File: src/rtl/seq_ctrl_pkg.sv
// Shared types, default sizes and the pattern-length legality check for the
// serial sequence-detector controller.
package seq_ctrl_pkg;

   localparam int unsigned MAXLEN_DEF = 8;
   localparam int unsigned CNTW_DEF   = 16;

   typedef enum logic [1:0] {
      StIdle,
      StRun,
      StDone
   } state_e;

   function automatic logic len_ok(input int unsigned len, input int unsigned maxlen);
      return (len >= 1) && (len <= maxlen);
   endfunction

endpackage

File: src/rtl/seq_match_core.sv
// Shift history of received bits plus fill level, compared against the
// pattern under a length mask. match is combinational on the incoming bit.
module seq_match_core
   import seq_ctrl_pkg::*;
#(
   parameter int unsigned MAXLEN = MAXLEN_DEF,
   parameter int unsigned LENW   = $clog2(MAXLEN) + 1
) (
   input  logic              clk,
   input  logic              rst,
   input  logic              shift,
   input  logic              clear,
   input  logic              x,
   input  logic [LENW-1:0]   len,
   input  logic [MAXLEN-1:0] pattern,
   output logic              match
);

   logic [MAXLEN-1:0] hist_q, hist_d, nh, mask;
   logic [LENW-1:0]   fill_q, fill_d, fill_inc;

   always_comb begin
      nh       = {hist_q[MAXLEN-2:0], x};
      fill_inc = (fill_q == LENW'(MAXLEN)) ? fill_q : fill_q + LENW'(1);
      for (int i = 0; i < MAXLEN; i++) begin
         mask[i] = (LENW'(i) < len);
      end
      // Only the newest len bits take part; older history is masked off.
      match = (fill_inc >= len) && (((nh ^ pattern) & mask) == '0);

      hist_d = hist_q;
      fill_d = fill_q;
      if (clear) begin
         hist_d = '0;
         fill_d = '0;
      end else if (shift) begin
         hist_d = nh;
         fill_d = fill_inc;
      end
   end

   always_ff @(posedge clk) begin
      if (rst) begin
         hist_q <= '0;
         fill_q <= '0;
      end else begin
         hist_q <= hist_d;
         fill_q <= fill_d;
      end
   end

endmodule

File: src/rtl/seq_detect_ctrl.sv
// Run controller for serial pattern detection: config handshake, IDLE/RUN/DONE
// sequencing, saturating match/bit counters and target/budget termination.
module seq_detect_ctrl
   import seq_ctrl_pkg::*;
#(
   parameter int unsigned MAXLEN = MAXLEN_DEF,
   parameter int unsigned CNTW   = CNTW_DEF,
   parameter int unsigned LENW   = $clog2(MAXLEN) + 1
) (
   input  logic              clk,
   input  logic              rst,
   input  logic              cfg_valid,
   output logic              cfg_ready,
   input  logic [MAXLEN-1:0] cfg_pattern,
   input  logic [LENW-1:0]   cfg_len,
   input  logic              cfg_overlap,
   input  logic [CNTW-1:0]   cfg_target,
   input  logic [CNTW-1:0]   cfg_budget,
   output logic              cfg_err,
   input  logic              start,
   input  logic              abort,
   input  logic              x_valid,
   input  logic              x,
   output logic              z,
   output logic              busy,
   output logic              done,
   output logic              timeout,
   output logic [CNTW-1:0]   match_count,
   output logic [CNTW-1:0]   bit_count
);

   state_e            state_q, state_d;
   logic              cfg_loaded_q, cfg_loaded_d;
   logic [MAXLEN-1:0] pattern_q, pattern_d;
   logic [LENW-1:0]   len_q, len_d;
   logic              overlap_q, overlap_d;
   logic [CNTW-1:0]   target_q, target_d;
   logic [CNTW-1:0]   budget_q, budget_d;
   logic [CNTW-1:0]   match_count_q, match_count_d;
   logic [CNTW-1:0]   bit_count_q, bit_count_d;
   logic              timeout_q, timeout_d;
   logic              cfg_err_q, cfg_err_d;

   logic shift, raw_match, hit, hs, run_start, core_clear, tgt_hit, bud_hit;

   assign cfg_ready  = (state_q == StIdle) || (state_q == StDone);
   assign hs         = cfg_valid && cfg_ready;
   assign run_start  = cfg_ready && !cfg_valid && start && cfg_loaded_q;
   assign shift      = (state_q == StRun) && x_valid && !abort;
   assign hit        = shift && raw_match;
   // Non-overlapping mode restarts the history after every match.
   assign core_clear = run_start || (hit && !overlap_q);
   assign tgt_hit    = hit && (target_q != '0) &&
                       ((CNTW+1)'(match_count_q) + (CNTW+1)'(1) == (CNTW+1)'(target_q));
   assign bud_hit    = shift && (budget_q != '0) &&
                       ((CNTW+1)'(bit_count_q) + (CNTW+1)'(1) == (CNTW+1)'(budget_q));

   seq_match_core #(
      .MAXLEN (MAXLEN),
      .LENW   (LENW)
   ) u_core (
      .clk     (clk),
      .rst     (rst),
      .shift   (shift),
      .clear   (core_clear),
      .x       (x),
      .len     (len_q),
      .pattern (pattern_q),
      .match   (raw_match)
   );

   always_comb begin
      state_d       = state_q;
      cfg_loaded_d  = cfg_loaded_q;
      pattern_d     = pattern_q;
      len_d         = len_q;
      overlap_d     = overlap_q;
      target_d      = target_q;
      budget_d      = budget_q;
      match_count_d = match_count_q;
      bit_count_d   = bit_count_q;
      timeout_d     = timeout_q;
      cfg_err_d     = 1'b0;

      unique case (state_q)
         StIdle, StDone: begin
            if (hs) begin
               if (!len_ok(32'(cfg_len), MAXLEN)) begin
                  cfg_err_d = 1'b1;
               end else begin
                  pattern_d    = cfg_pattern;
                  len_d        = cfg_len;
                  overlap_d    = cfg_overlap;
                  target_d     = cfg_target;
                  budget_d     = cfg_budget;
                  cfg_loaded_d = 1'b1;
                  state_d      = StIdle;
                  timeout_d    = 1'b0;
               end
            end else if (run_start) begin
               state_d       = StRun;
               match_count_d = '0;
               bit_count_d   = '0;
               timeout_d     = 1'b0;
            end
         end
         StRun: begin
            if (abort) begin
               state_d = StIdle;
            end else if (shift) begin
               if (bit_count_q != '1) bit_count_d = bit_count_q + CNTW'(1);
               if (hit && (match_count_q != '1)) match_count_d = match_count_q + CNTW'(1);
               if (tgt_hit) begin
                  state_d   = StDone;
                  timeout_d = 1'b0;
               end else if (bud_hit) begin
                  state_d   = StDone;
                  timeout_d = 1'b1;
               end
            end
         end
         default: state_d = StIdle;
      endcase
   end

   always_ff @(posedge clk) begin
      if (rst) begin
         state_q       <= StIdle;
         cfg_loaded_q  <= 1'b0;
         pattern_q     <= '0;
         len_q         <= '0;
         overlap_q     <= 1'b0;
         target_q      <= '0;
         budget_q      <= '0;
         match_count_q <= '0;
         bit_count_q   <= '0;
         timeout_q     <= 1'b0;
         cfg_err_q     <= 1'b0;
      end else begin
         state_q       <= state_d;
         cfg_loaded_q  <= cfg_loaded_d;
         pattern_q     <= pattern_d;
         len_q         <= len_d;
         overlap_q     <= overlap_d;
         target_q      <= target_d;
         budget_q      <= budget_d;
         match_count_q <= match_count_d;
         bit_count_q   <= bit_count_d;
         timeout_q     <= timeout_d;
         cfg_err_q     <= cfg_err_d;
      end
   end

   assign z           = hit;
   assign busy        = (state_q == StRun);
   assign done        = (state_q == StDone);
   assign timeout     = timeout_q;
   assign cfg_err     = cfg_err_q;
   assign match_count = match_count_q;
   assign bit_count   = bit_count_q;

endmodule

File: config.mk
export PLATFORM = sky130hd
export DESIGN_NAME = seq_detect_ctrl
export DESIGN_NICKNAME = d
export VERILOG_FILES = /design/src/rtl/seq_ctrl_pkg.sv /design/src/rtl/seq_match_core.sv /design/src/rtl/seq_detect_ctrl.sv
export SDC_FILE = /design/constraint.sdc
export NUM_CORES = 1
export LEC_CHECK = 0
export CAP_MARGIN = 20
export CORE_MARGIN = 2
export CORE_UTILIZATION = 54
export CTS_CLUSTER_DIAMETER = 100
export DETAILED_ROUTE_END_ITERATION = 7
export MAX_ROUTING_LAYER = met4
export PLACE_DENSITY = 0.86
export SYNTH_ARGS = -nofsm -noshare
export SYNTH_HDL_FRONTEND = slang
export SYNTH_SLANG_ARGS = --single-unit
File: constraint.sdc
create_clock -name clk -period 3.73 [get_ports clk]
set_clock_uncertainty 0.1 [all_clocks]
set_input_delay 0.373 -clock clk [delete_from_list [all_inputs] [get_ports clk]]
set_output_delay 0.373 -clock clk [all_outputs]
set_load 0.005 [all_outputs]
Yosys cells after proc, flatten, opt, wreduce, memory -nomap -nowiden
Index checks and enable logic that the tools add are counted.
{"block": "totals", "inputBits": 52, "register_bits": 93, "wordCells": 112}
{"block": "op_classes", "n_mux": 28, "order_cmp": 11, "n_addsub": 5, "n_reduce_logical": 33, "n_bitwise": 4, "eq_ne": 18}
{"operator": "two-way mux 16 bit", "n": 8}
{"operator": "one-hot mux 16 bit (2 select lines)", "n": 2}
{"operator": "adder 16 x 1 -> 17 bit (second input constant)", "n": 2}
{"operator": "equality test 17 x 16 -> 1 bit", "n": 2}
{"operator": "adder 16 x 1 -> 16 bit (second input constant)", "n": 2}
{"operator": "inequality test 16 bit (second input constant)", "n": 2}
{"operator": "nonzero test 16 bit", "n": 2}
{"operator": "AND reduction 6 bit", "n": 3}
{"operator": "< comparator 3 x 4 -> 1 bit (first input constant)", "n": 4}
{"operator": "logical AND 1 bit", "n": 15}
{"operator": "two-way mux 2 bit", "n": 7}
{"operator": "AND 8 bit", "n": 1}
{"operator": "logical NOT 8 bit", "n": 1}
{"operator": "< comparator 1 x 4 -> 1 bit (first input constant)", "n": 2}
{"operator": "< comparator 2 x 4 -> 1 bit (first input constant)", "n": 2}
{"operator": "two-way mux 1 bit", "n": 8}
{"operator": "bitwise XOR 8 bit", "n": 1}
{"operator": "inequality test 2 x 1 -> 1 bit (second input constant)", "n": 3}
{"operator": "inequality test 2 bit (second input constant)", "n": 3}
{"operator": "inequality test 3 bit (second input constant)", "n": 2}
{"operator": "adder 4 x 1 -> 4 bit (second input constant)", "n": 1}
{"operator": "equality test 4 bit (second input constant)", "n": 1}
{"operator": "greater-or-equal comparator 4 x 1 -> 1 bit (second input constant)", "n": 1}
{"operator": "greater-or-equal comparator 4 bit", "n": 1}
{"operator": "other kinds (18)", "n": 23}

Depth between registers and ports, before layout
Gate-level depths: netlist of run 1.
{"block": "depth", "word_depth": 11, "mapped_depth": 16, "depth_no_buf": 13}

Cells and area by module
A second synthesis of run 1 with hierarchy kept.
{"block": "unflattened", "cells_unflattened": 682, "area_unflattened_um2": 5257.5}
{"module": "seq_detect_ctrl", "instances": 1, "cells_per_inst": 598, "seq_area_each_um2": 1641.6, "area_per_inst_um2": 4543.1}
{"module": "seq_match_core", "instances": 1, "cells_per_inst": 84, "seq_area_each_um2": 220.2, "area_per_inst_um2": 714.4}

Worst setup path before layout of run 1
Ideal clock, no wire load.
{"block": "synth_path", "path_type": "reg2reg", "start": "register u_core.fill_q[0]", "end": "register u_core.fill_q[0]", "arrival_ps": 2684, "stages_incl_launch_ff": 16, "setup_ps": 70, "period_less_slack_ps": 2855, "n_path_buf": 2, "path_slack_ps": 875, "path_cell_list": "dfxtp_1 > inv_1 > ha_1 > nand2_1 > nor2_1 > xnor2_1 > ha_1 > nand2b_1 > a21o_1 > a21o_1 > a21o_1 > clkbuf_1 > and3_1 > a211o_1 > clkbuf_1 > a21oi_1"}
{"block": "synth_via", "elab_chain_len": 8, "elab_cells_between_ends": 9}
{"item": "from (decl)", "line_no": "seq_match_core.sv:20", "source": "logic [LENW-1:0] fill_q, fill_d, fill_inc;"}
{"item": "from (signal assigned)", "line_no": "seq_match_core.sv:48", "source": "fill_q <= fill_d;"}
{"item": "adder 4 x 1 -> 4 bit or equality test 4 bit (tied branches)", "line_no": "seq_match_core.sv:24", "source": "fill_inc = (fill_q == LENW'(MAXLEN)) ? fill_q : fill_q + LENW'(1);"}
{"item": "two-way mux 4 bit (*)", "line_no": "seq_match_core.sv:24"}
{"item": "greater-or-equal comparator 4 bit (*)", "line_no": "seq_match_core.sv:29", "source": "match = (fill_inc >= len) && (((nh ^ pattern) & mask) == '0);"}
{"item": "logical AND 1 bit (*)", "line_no": "seq_match_core.sv:29"}
{"item": "logical AND 1 bit (*)", "line_no": "seq_detect_ctrl.sv:50", "source": "assign hit = shift && raw_match;"}
{"item": "net z", "line_no": "seq_detect_ctrl.sv:24", "source": "output logic z,"}
{"item": "logical AND 1 bit (*)", "line_no": "seq_detect_ctrl.sv:52", "source": "assign core_clear = run_start || (hit && !overlap_q);"}
{"item": "logical OR 1 bit (*)", "line_no": "seq_detect_ctrl.sv:52"}
{"item": "OR reduction 2 bit (no line) (*)"}
Mark *: on every way through the listed nets, which the timed path passes. The rest lies on a longest branch.
A chain may end at the register's enable or synchronous reset.

Worst setup path after layout of run 1
{"block": "layout_path", "start": "register u_core.fill_q[0]", "end": "output port z"}
{"block": "layout_via", "elab_chain_len": 5, "elab_cells_between_ends": 6}
{"item": "adder 4 x 1 -> 4 bit or equality test 4 bit (tied branches)", "line_no": "seq_match_core.sv:24"}
{"item": "two-way mux 4 bit (*)", "line_no": "seq_match_core.sv:24"}
{"item": "greater-or-equal comparator 4 bit (*)", "line_no": "seq_match_core.sv:29"}
{"item": "logical AND 1 bit (*)", "line_no": "seq_match_core.sv:29"}
{"item": "logical AND 1 bit (*)", "line_no": "seq_detect_ctrl.sv:50"}
{"item": "to (decl)", "line_no": "seq_detect_ctrl.sv:24"}
Mark *: on every way between the ends. The rest lies on a longest branch, timed or not.

==> results_dict.tcl, run 1 <==
set metrics [dict create \
    status "finished, final reports clean" \
    area_growth_pct 21.2 \
    setup_viol 0 \
    path_common_cell "a21o_1" \
    wire_per_inst_um 16.3 \
    worstHoldEndpoint "cfg_loaded_q$_SDFFE_PP0P_" \
    clkTransAtPathRegs_ns 0.10 \
    drt_iter0_markers 319 \
    leakagePower_nw 2.13 \
    maxSlewViolCount 0 \
    cts_setup_buffers 0 \
    hp-class "input pin to flip-flop" \
    fp.dieH_um 102 \
    synth_area_um2 5230 \
    cts_resized 0 \
    avgSynthCellArea_um2 7.72 \
    swShare_pct 26.5 \
    drt_first_pass_iters 7 \
    hold_viol_final 0 \
    pwr-share-seq_pct 50.6 \
    die_x_um 102 \
    cpPeakStageDelay_ns 0.45 \
    yosysSeqAreaShare_pct 35.6 \
    layout-drive-gt1-share_pct 4.45 \
    vias 5264 \
    pwr-share-comb_pct 11.7 \
    synth-edff-count 0 \
    syn-instance-count 677 \
    cp.required_ns 3.26 \
    worstSetupEndpointType "primary output" \
    met1_usage_pct 36.2 \
    cp-start-kind "flip-flop" \
    cp_top_family "compound AO/OA/AOI/OAI gates" \
    path_cells "inv_1, ha_1, nand2_1, nor2_1, xnor2_1, ha_1, nand2b_1, a21o_1, a21o_1, a21o_1, and3_1, clkdlybuf4s50_1" \
    viasPerCell 6.05 \
    final_antenna_net_count 0 \
    n_antenna_cell 0 \
    core.rowCount 35 \
    nets 796 \
    grt_overflow 0 \
    fin_util_pct 67.9 \
    clkLatencyLatePin_ns 0.36 \
    relSlewSlack_pct 39.5 \
    reg2reg_to "u_core.fill_q[2]$_SDFFE_PP0P_" \
    holdWs_ns 0.370 \
    grt_pass1_wl_um 22900 \
    fin_setup_tns_ns 0 \
    yosysUniqueCellTypes 55 \
    die_area_um2 10500 \
    grt_max_degree 55 \
    rsz0062_at_grt "no" \
    drc_errors 0 \
    p_sw_w 0.000550 \
    rr_startpoint "u_core.fill_q[0]$_SDFFE_PP0P_" \
    fin_crit_ns 3.53 \
    synthFlopType "dfxtp_1" \
    power_w 0.00208 \
    synth_warnings 0 \
    tritoncts "done" \
    initial_core_util_pct 56.0 \
    synthArstFlopShare_pct 0 \
    grt_pass1_vias 4756 \
    powerDensity_nw_per_um2 328 \
    grt_use_met3_pct 3.69 \
    numCtsBuffers 9 \
    io_pins 90 \
    coreArea_um2 9330 \
    hold_buffers 0 \
    crit_slowest_cell "clkdlybuf4s50_1" \
    post-dp-hpwl_um 10200 \
    rrSetupSlack_ns 0.65 \
    syn_nets 737 \
    cp_max_fo 10 \
    clock_power_share_pct 37.7 \
    clock-sinks 93 \
    crit_arrival_ns 3.05 \
    htreeDepth 3 \
    antenna_found_initial 0 \
    cts_root_buf "clkbuf_8" \
    internal_power_w 0.00153 \
    r2r_cells 13 \
    cts_buffer_depth 2 \
    port-buffer-count 89 \
    grt_use_met2_pct 44.7 \
    min_path_cells 2 \
    gp_congestion 0.890 \
    vdd_ir_drop_max_v 0.000222 \
    crit_type "flip-flop to primary output" \
    worst_pin_slew_ns 0.904 \
    fmax_mhz 284 \
    grt_usage_pct 28.1 \
    min_from "rst" \
    drt-total-wl_um 14200 \
    min_period_over_period_pct 94.5 \
    ys_seq_elements 93 \
    cap_violations 0 \
    busiest_layer "met2" \
    cp.buffers_inverters 2 \
]
[final cells by class]
type                    instances  area (um^2)
fillers                       791         3000
clock buffers                   9          124
clock inverters                 7          105
well taps                     129          161
inverters                      17         63.8
multi-input cells             521         3090
repair buffers                 94          923
flip-flops and latches         93         1860
[metal layers]
| metal | up-vias | routed length [um] | share of wire [%] |
|---|---|---|---|
| met4 | 0 | 399 | 2.8 |
| met5 | - | 0 | 0 |
| li1 | 2535 | - | - |
| met1 | 2454 | 6000 | 42 |
| met3 | 29 | 1060 | 7.4 |
| met2 | 246 | 6750 | 48 |
[cell usage in the layout, fill, tap and decap left out, drive strengths merged, types with 3 or more instances in the layout]
cell | netlist | routed
a211oi | 15 | 15
a21o | 7 | 7
a21oi | 83 | 83
a311oi | 13 | 13
a31oi | 7 | 7
a41oi | 3 | 3
and2 | 6 | 6
and3 | 5 | 5
and4 | 3 | 3
buf | 13 | 6
clkbuf | 33 | 9
clkdlybuf4s50 | 0 | 88
dfxtp | 93 | 93
ha | 8 | 8
inv | 16 | 19
mux2i | 3 | 3
nand2 | 125 | 125
nand2b | 4 | 4
nand3 | 21 | 21
nand4 | 16 | 16
nor2 | 37 | 37
nor3 | 15 | 15
nor3b | 6 | 6
nor4 | 18 | 18
o211ai | 8 | 8
o21ai | 25 | 25
o22ai | 4 | 4
o31a | 4 | 4
o31ai | 5 | 5
or3 | 4 | 4
xnor2 | 35 | 35
xor2 | 21 | 21
[cell usage after synthesis (8+ instances only)]
cell | n | area (um^2)
a211oi_1 | 15 | 113
inv_1 | 16 | 60.1
a21oi_1 | 83 | 415
nand2_1 | 125 | 469
xnor2_1 | 35 | 307
nor2_1 | 37 | 139
nand3_1 | 21 | 105
nor4_1 | 15 | 93.8
a311oi_1 | 13 | 114
ha_1 | 8 | 100
nand4_1 | 14 | 87.6
o21ai_0 | 25 | 125
nor3_1 | 15 | 75.1
clkbuf_1 | 33 | 124
xor2_1 | 21 | 184
o211ai_1 | 8 | 60.1
dfxtp_1 | 93 | 1860
[power by group through the flow]
| stage | logic [W] | clock network (W) | registers [W] |
|---|---|---|---|
| 3_5_place_dp | 0.000241 | 0 | 0.00107 |
| 6_report | 0.000244 | 0.000783 | 0.00105 |
| 2_1_floorplan | 0.000148 | 0 | 0.00106 |
| 3_3_place_gp | 0.000233 | 0 | 0.00107 |
| 4_1_cts | 0.000243 | 0.000787 | 0.00105 |
| 5_1_grt | 0.000267 | 0.000826 | 0.00106 |
[how the worst max path moves through the flow]
stage	startpoint	end	slack (ns)	depth (start not counted)
after floorplan	u_core.fill_q[0]$_SDFFE_PP0P_	u_core.fill_q[0]$_SDFFE_PP0P_	0.88	15
after global placement	abort	timeout$_SDFFE_PP0P_	0.64	8
after detailed placement	abort	timeout$_SDFFE_PP0P_	0.54	8
after CTS	u_core.fill_q[0]$_SDFFE_PP0P_	z	0.20	12
after global routing	u_core.fill_q[0]$_SDFFE_PP0P_	z	0.02	12
final	u_core.fill_q[0]$_SDFFE_PP0P_	z	0.20	12
[registers in the layout (all words and copies together) (netlist names)]
| name | cells |
|---|---|
| cfg_loaded_q | 1 |
| budget_q | 16 |
| state_q | 2 |
| u_core.fill_q | 4 |
| match_count | 16 |
| overlap_q | 1 |
| pattern_q | 8 |
| cfg_err | 1 |
| len_q | 4 |
| bit_count | 16 |
| timeout | 1 |
| target_q | 16 |
| u_core.hist_q | 7 |
[cells by family after synthesis]
logic type	synth area share, %
adder cells (fa/ha/maj)	1.92
AND/OR/NAND/NOR	25.2
XOR/XNOR	9.39
buffers and inverters	5.20
AO/OA/AOI/OAI	22.1
multiplexers	0.575
flip-flops	35.6
[worst register-to-register path, delay by kind of cell (launching register included)]
family	cells	cell delay, ns
adders and majority gates	2	0.47
DFF	1	0.40
and+or+nand+nor	5	0.72
xor gates and xnor gates	1	0.13
buffers and inverters	1	0.09
AOI/OAI and AO/OA	4	1.10
[stage by stage]
stage | area, um^2 | setup WS (ns) | instances
2_1_floorplan | 5230 | 0.875 | 677
5_1_grt | 6330 | 0.0222 | 870
3_5_place_dp | 6100 | 0.543 | 854
4_1_cts | 6330 | 0.202 | 870
6_report | 6330 | 0.203 | 870
3_3_place_gp | 6100 | 0.640 | 854
Power figures use the tool's default switching activity.
==> run 2, diff against run 1 <==
--- a/config.mk
+++ b/config.mk
@@ -7,11 +7,11 @@
 export LEC_CHECK = 0
 export CAP_MARGIN = 20
 export CORE_MARGIN = 2
-export CORE_UTILIZATION = 54
+export CORE_UTILIZATION = 58
 export CTS_CLUSTER_DIAMETER = 100
 export DETAILED_ROUTE_END_ITERATION = 7
 export MAX_ROUTING_LAYER = met4
-export PLACE_DENSITY = 0.86
+export PLACE_DENSITY = 0.91
 export SYNTH_ARGS = -nofsm -noshare
 export SYNTH_HDL_FRONTEND = slang
 export SYNTH_SLANG_ARGS = --single-unit
==> constraint.sdc (replaced) <==
create_clock -name clk -period 4.4 [get_ports clk]
set_clock_uncertainty 0.1 [all_clocks]
set_input_delay 0.44 -clock clk [delete_from_list [all_inputs] [get_ports clk]]
set_output_delay 0.44 -clock clk [all_outputs]
set_load 0.005 [all_outputs]
==> run 2 against run 1 <==
Sequential power fell by 15%. Critical path depth did not move. Global-route usage increased by 1.4 points. Worst setup slack improved by 0.58 ns. Worst hold slack improved by 0.013 ns. Critical path type unchanged.
==> results_dict.tcl, run 2 (synthesis gave the netlist of run 1 again) <==
set metrics [dict create \
    rsz0062_at_grt "no" \
    core.rowCount 34 \
    final_antenna_net_count 0 \
    leakagePower_nw 2.12 \
    finalWorstSetupSlack_ns 0.783 \
    area_growth_pct 20.2 \
    drt_iter0_markers 371 \
    min_path_cells 2 \
    initial_core_util_pct 59.9 \
    cts_resized 0 \
    busiest_layer "met2" \
    placed_area_um2 6080 \
    drt_first_pass_iters 8 \
    n_antenna_cell 0 \
    hold_viol_final 0 \
    grt_use_met2_pct 49.1 \
    finalNonFillerCells 849 \
    setup_viol 0 \
    coreArea_um2 8720 \
    io_pins 90 \
    maxSlewViolCount 0 \
    vias 5319 \
    drt-total-wl_um 14200 \
    tritoncts "done" \
    htreeDepth 3 \
    r2r_cells 8 \
    rrSetupSlack_ns 1.31 \
    hold_buffers 0 \
    gp_congestion 0.917 \
    cp.required_ns 3.86 \
    viasPerCell 6.27 \
    worst_pin_slew_ns 1.06 \
    crit_arrival_ns 3.08 \
    powerDensity_nw_per_um2 271 \
    min_period_over_period_pct 82.2 \
    numCtsBuffers 9 \
    grt_pass1_wl_um 23300 \
    port-buffer-count 89 \
    vdd_ir_drop_max_v 0.000143 \
    wire_per_inst_um 16.8 \
    cap_violations 0 \
    grt_max_degree 58 \
    min_from "overlap_q$_SDFFE_PP0P_" \
    post-place-cells 833 \
    fp.dieH_um 98.9 \
    grt_usage_pct 29.5 \
    clkLatencyLatePin_ns 0.37 \
    rr_startpoint "bit_count[0]$_SDFFE_PP0P_" \
    mostFrequentLayoutCells "nand2_1, dfxtp_1, clkdlybuf4s50_1, a21oi_1, nor2_1" \
    cp_max_fo 10 \
    stdcell_area_um2 6280 \
    worstSetupEndpointType "primary output" \
    power_w 0.00170 \
    antenna_found_initial 0 \
    die_area_um2 9780 \
    clkTransAtPathRegs_ns 0.10 \
    status "finished, final reports clean" \
    clock-sinks 93 \
    fin_setup_tns_ns 0 \
    grt_pass1_vias 5035 \
    die_x_um 98.9 \
    cts_root_buf "clkbuf_8" \
    worstHoldEndpoint "overlap_q$_SDFFE_PP0P_" \
    layout-drive-gt1-share_pct 4.32 \
    final_common_cell "nand2_1" \
    fmax_mhz 276 \
    grt_overflow 0 \
    hp-class "flip-flop to flip-flop" \
    drc_errors 0 \
    relSlewSlack_pct 29.7 \
    reg2reg_to "state_q[0]$_SDFFE_PP0P_" \
    post-dp-hpwl_um 10200 \
    grt_use_met3_pct 5.11 \
    fin_crit_ns 3.62 \
    crit_type "flip-flop to primary output" \
    cts_setup_buffers 0 \
    cts_buffer_depth 2 \
    nets 796 \
    pre_cts_slack_ns 1.07 \
    met1_usage_pct 35.4 \
    cp-start-kind "flip-flop" \
]
run 2: worst max path at each step:
stage                             startpoint                       endpoint  slack (ns)
4_1_cts        u_core.fill_q[0]$_SDFFE_PP0P_                              z        0.79
3_5_place_dp                           abort           timeout$_SDFFE_PP0P_        1.07
6_report       u_core.fill_q[0]$_SDFFE_PP0P_                              z        0.78
2_1_floorplan  u_core.fill_q[0]$_SDFFE_PP0P_  u_core.fill_q[0]$_SDFFE_PP0P_        1.55
5_1_grt        u_core.fill_q[0]$_SDFFE_PP0P_                              z        0.61
3_3_place_gp                           abort           timeout$_SDFFE_PP0P_        1.25
run 2: final cells by class:
type | count | area, um^2
Clock buffer | 11 | 141
Clock inverter | 5 | 65.1
Fill cell | 685 | 2440
Inverter | 17 | 63.8
Multi-Input combinational cell | 521 | 3090
Sequential cell | 93 | 1860
Tap cell | 108 | 135
Timing Repair Buffer | 94 | 923
run 2: worst max-delay path: stages, from the launching register on:
cell and delay (ns):
dfxtp_1 0.35, inv_1 0.11, ha_1 0.17, nand2_1 0.08, nor2_1 0.19, xnor2_1 0.15, ha_1 0.24, nand2b_1 0.14
a21o_1 0.17, a21o_1 0.17, a21o_1 0.28, and3_1 0.22, clkdlybuf4s50_1 0.45
run 2: layer usage:
layer	vias to the layer above	share of wire [%]
met5	-	0
met4	0	2.8
met3	40	7.1
met2	251	49
met1	2487	41
li1	2541	-
run 2: stage by stage:
step	hold slack (ns)	utilization, %
floorplan	0.331	-
global placement	0.348	69.7
detailed placement	0.363	69.7
CTS	0.377	72.0
global route	0.398	72.0
finish	0.383	72.0
run 2: report_power, final:
group / internal (W) / switching [W]
Combinational: 0.0000996 / 0.000107
Clock: 0.000285 / 0.000318
Sequential: 0.000865 / 0.0000263
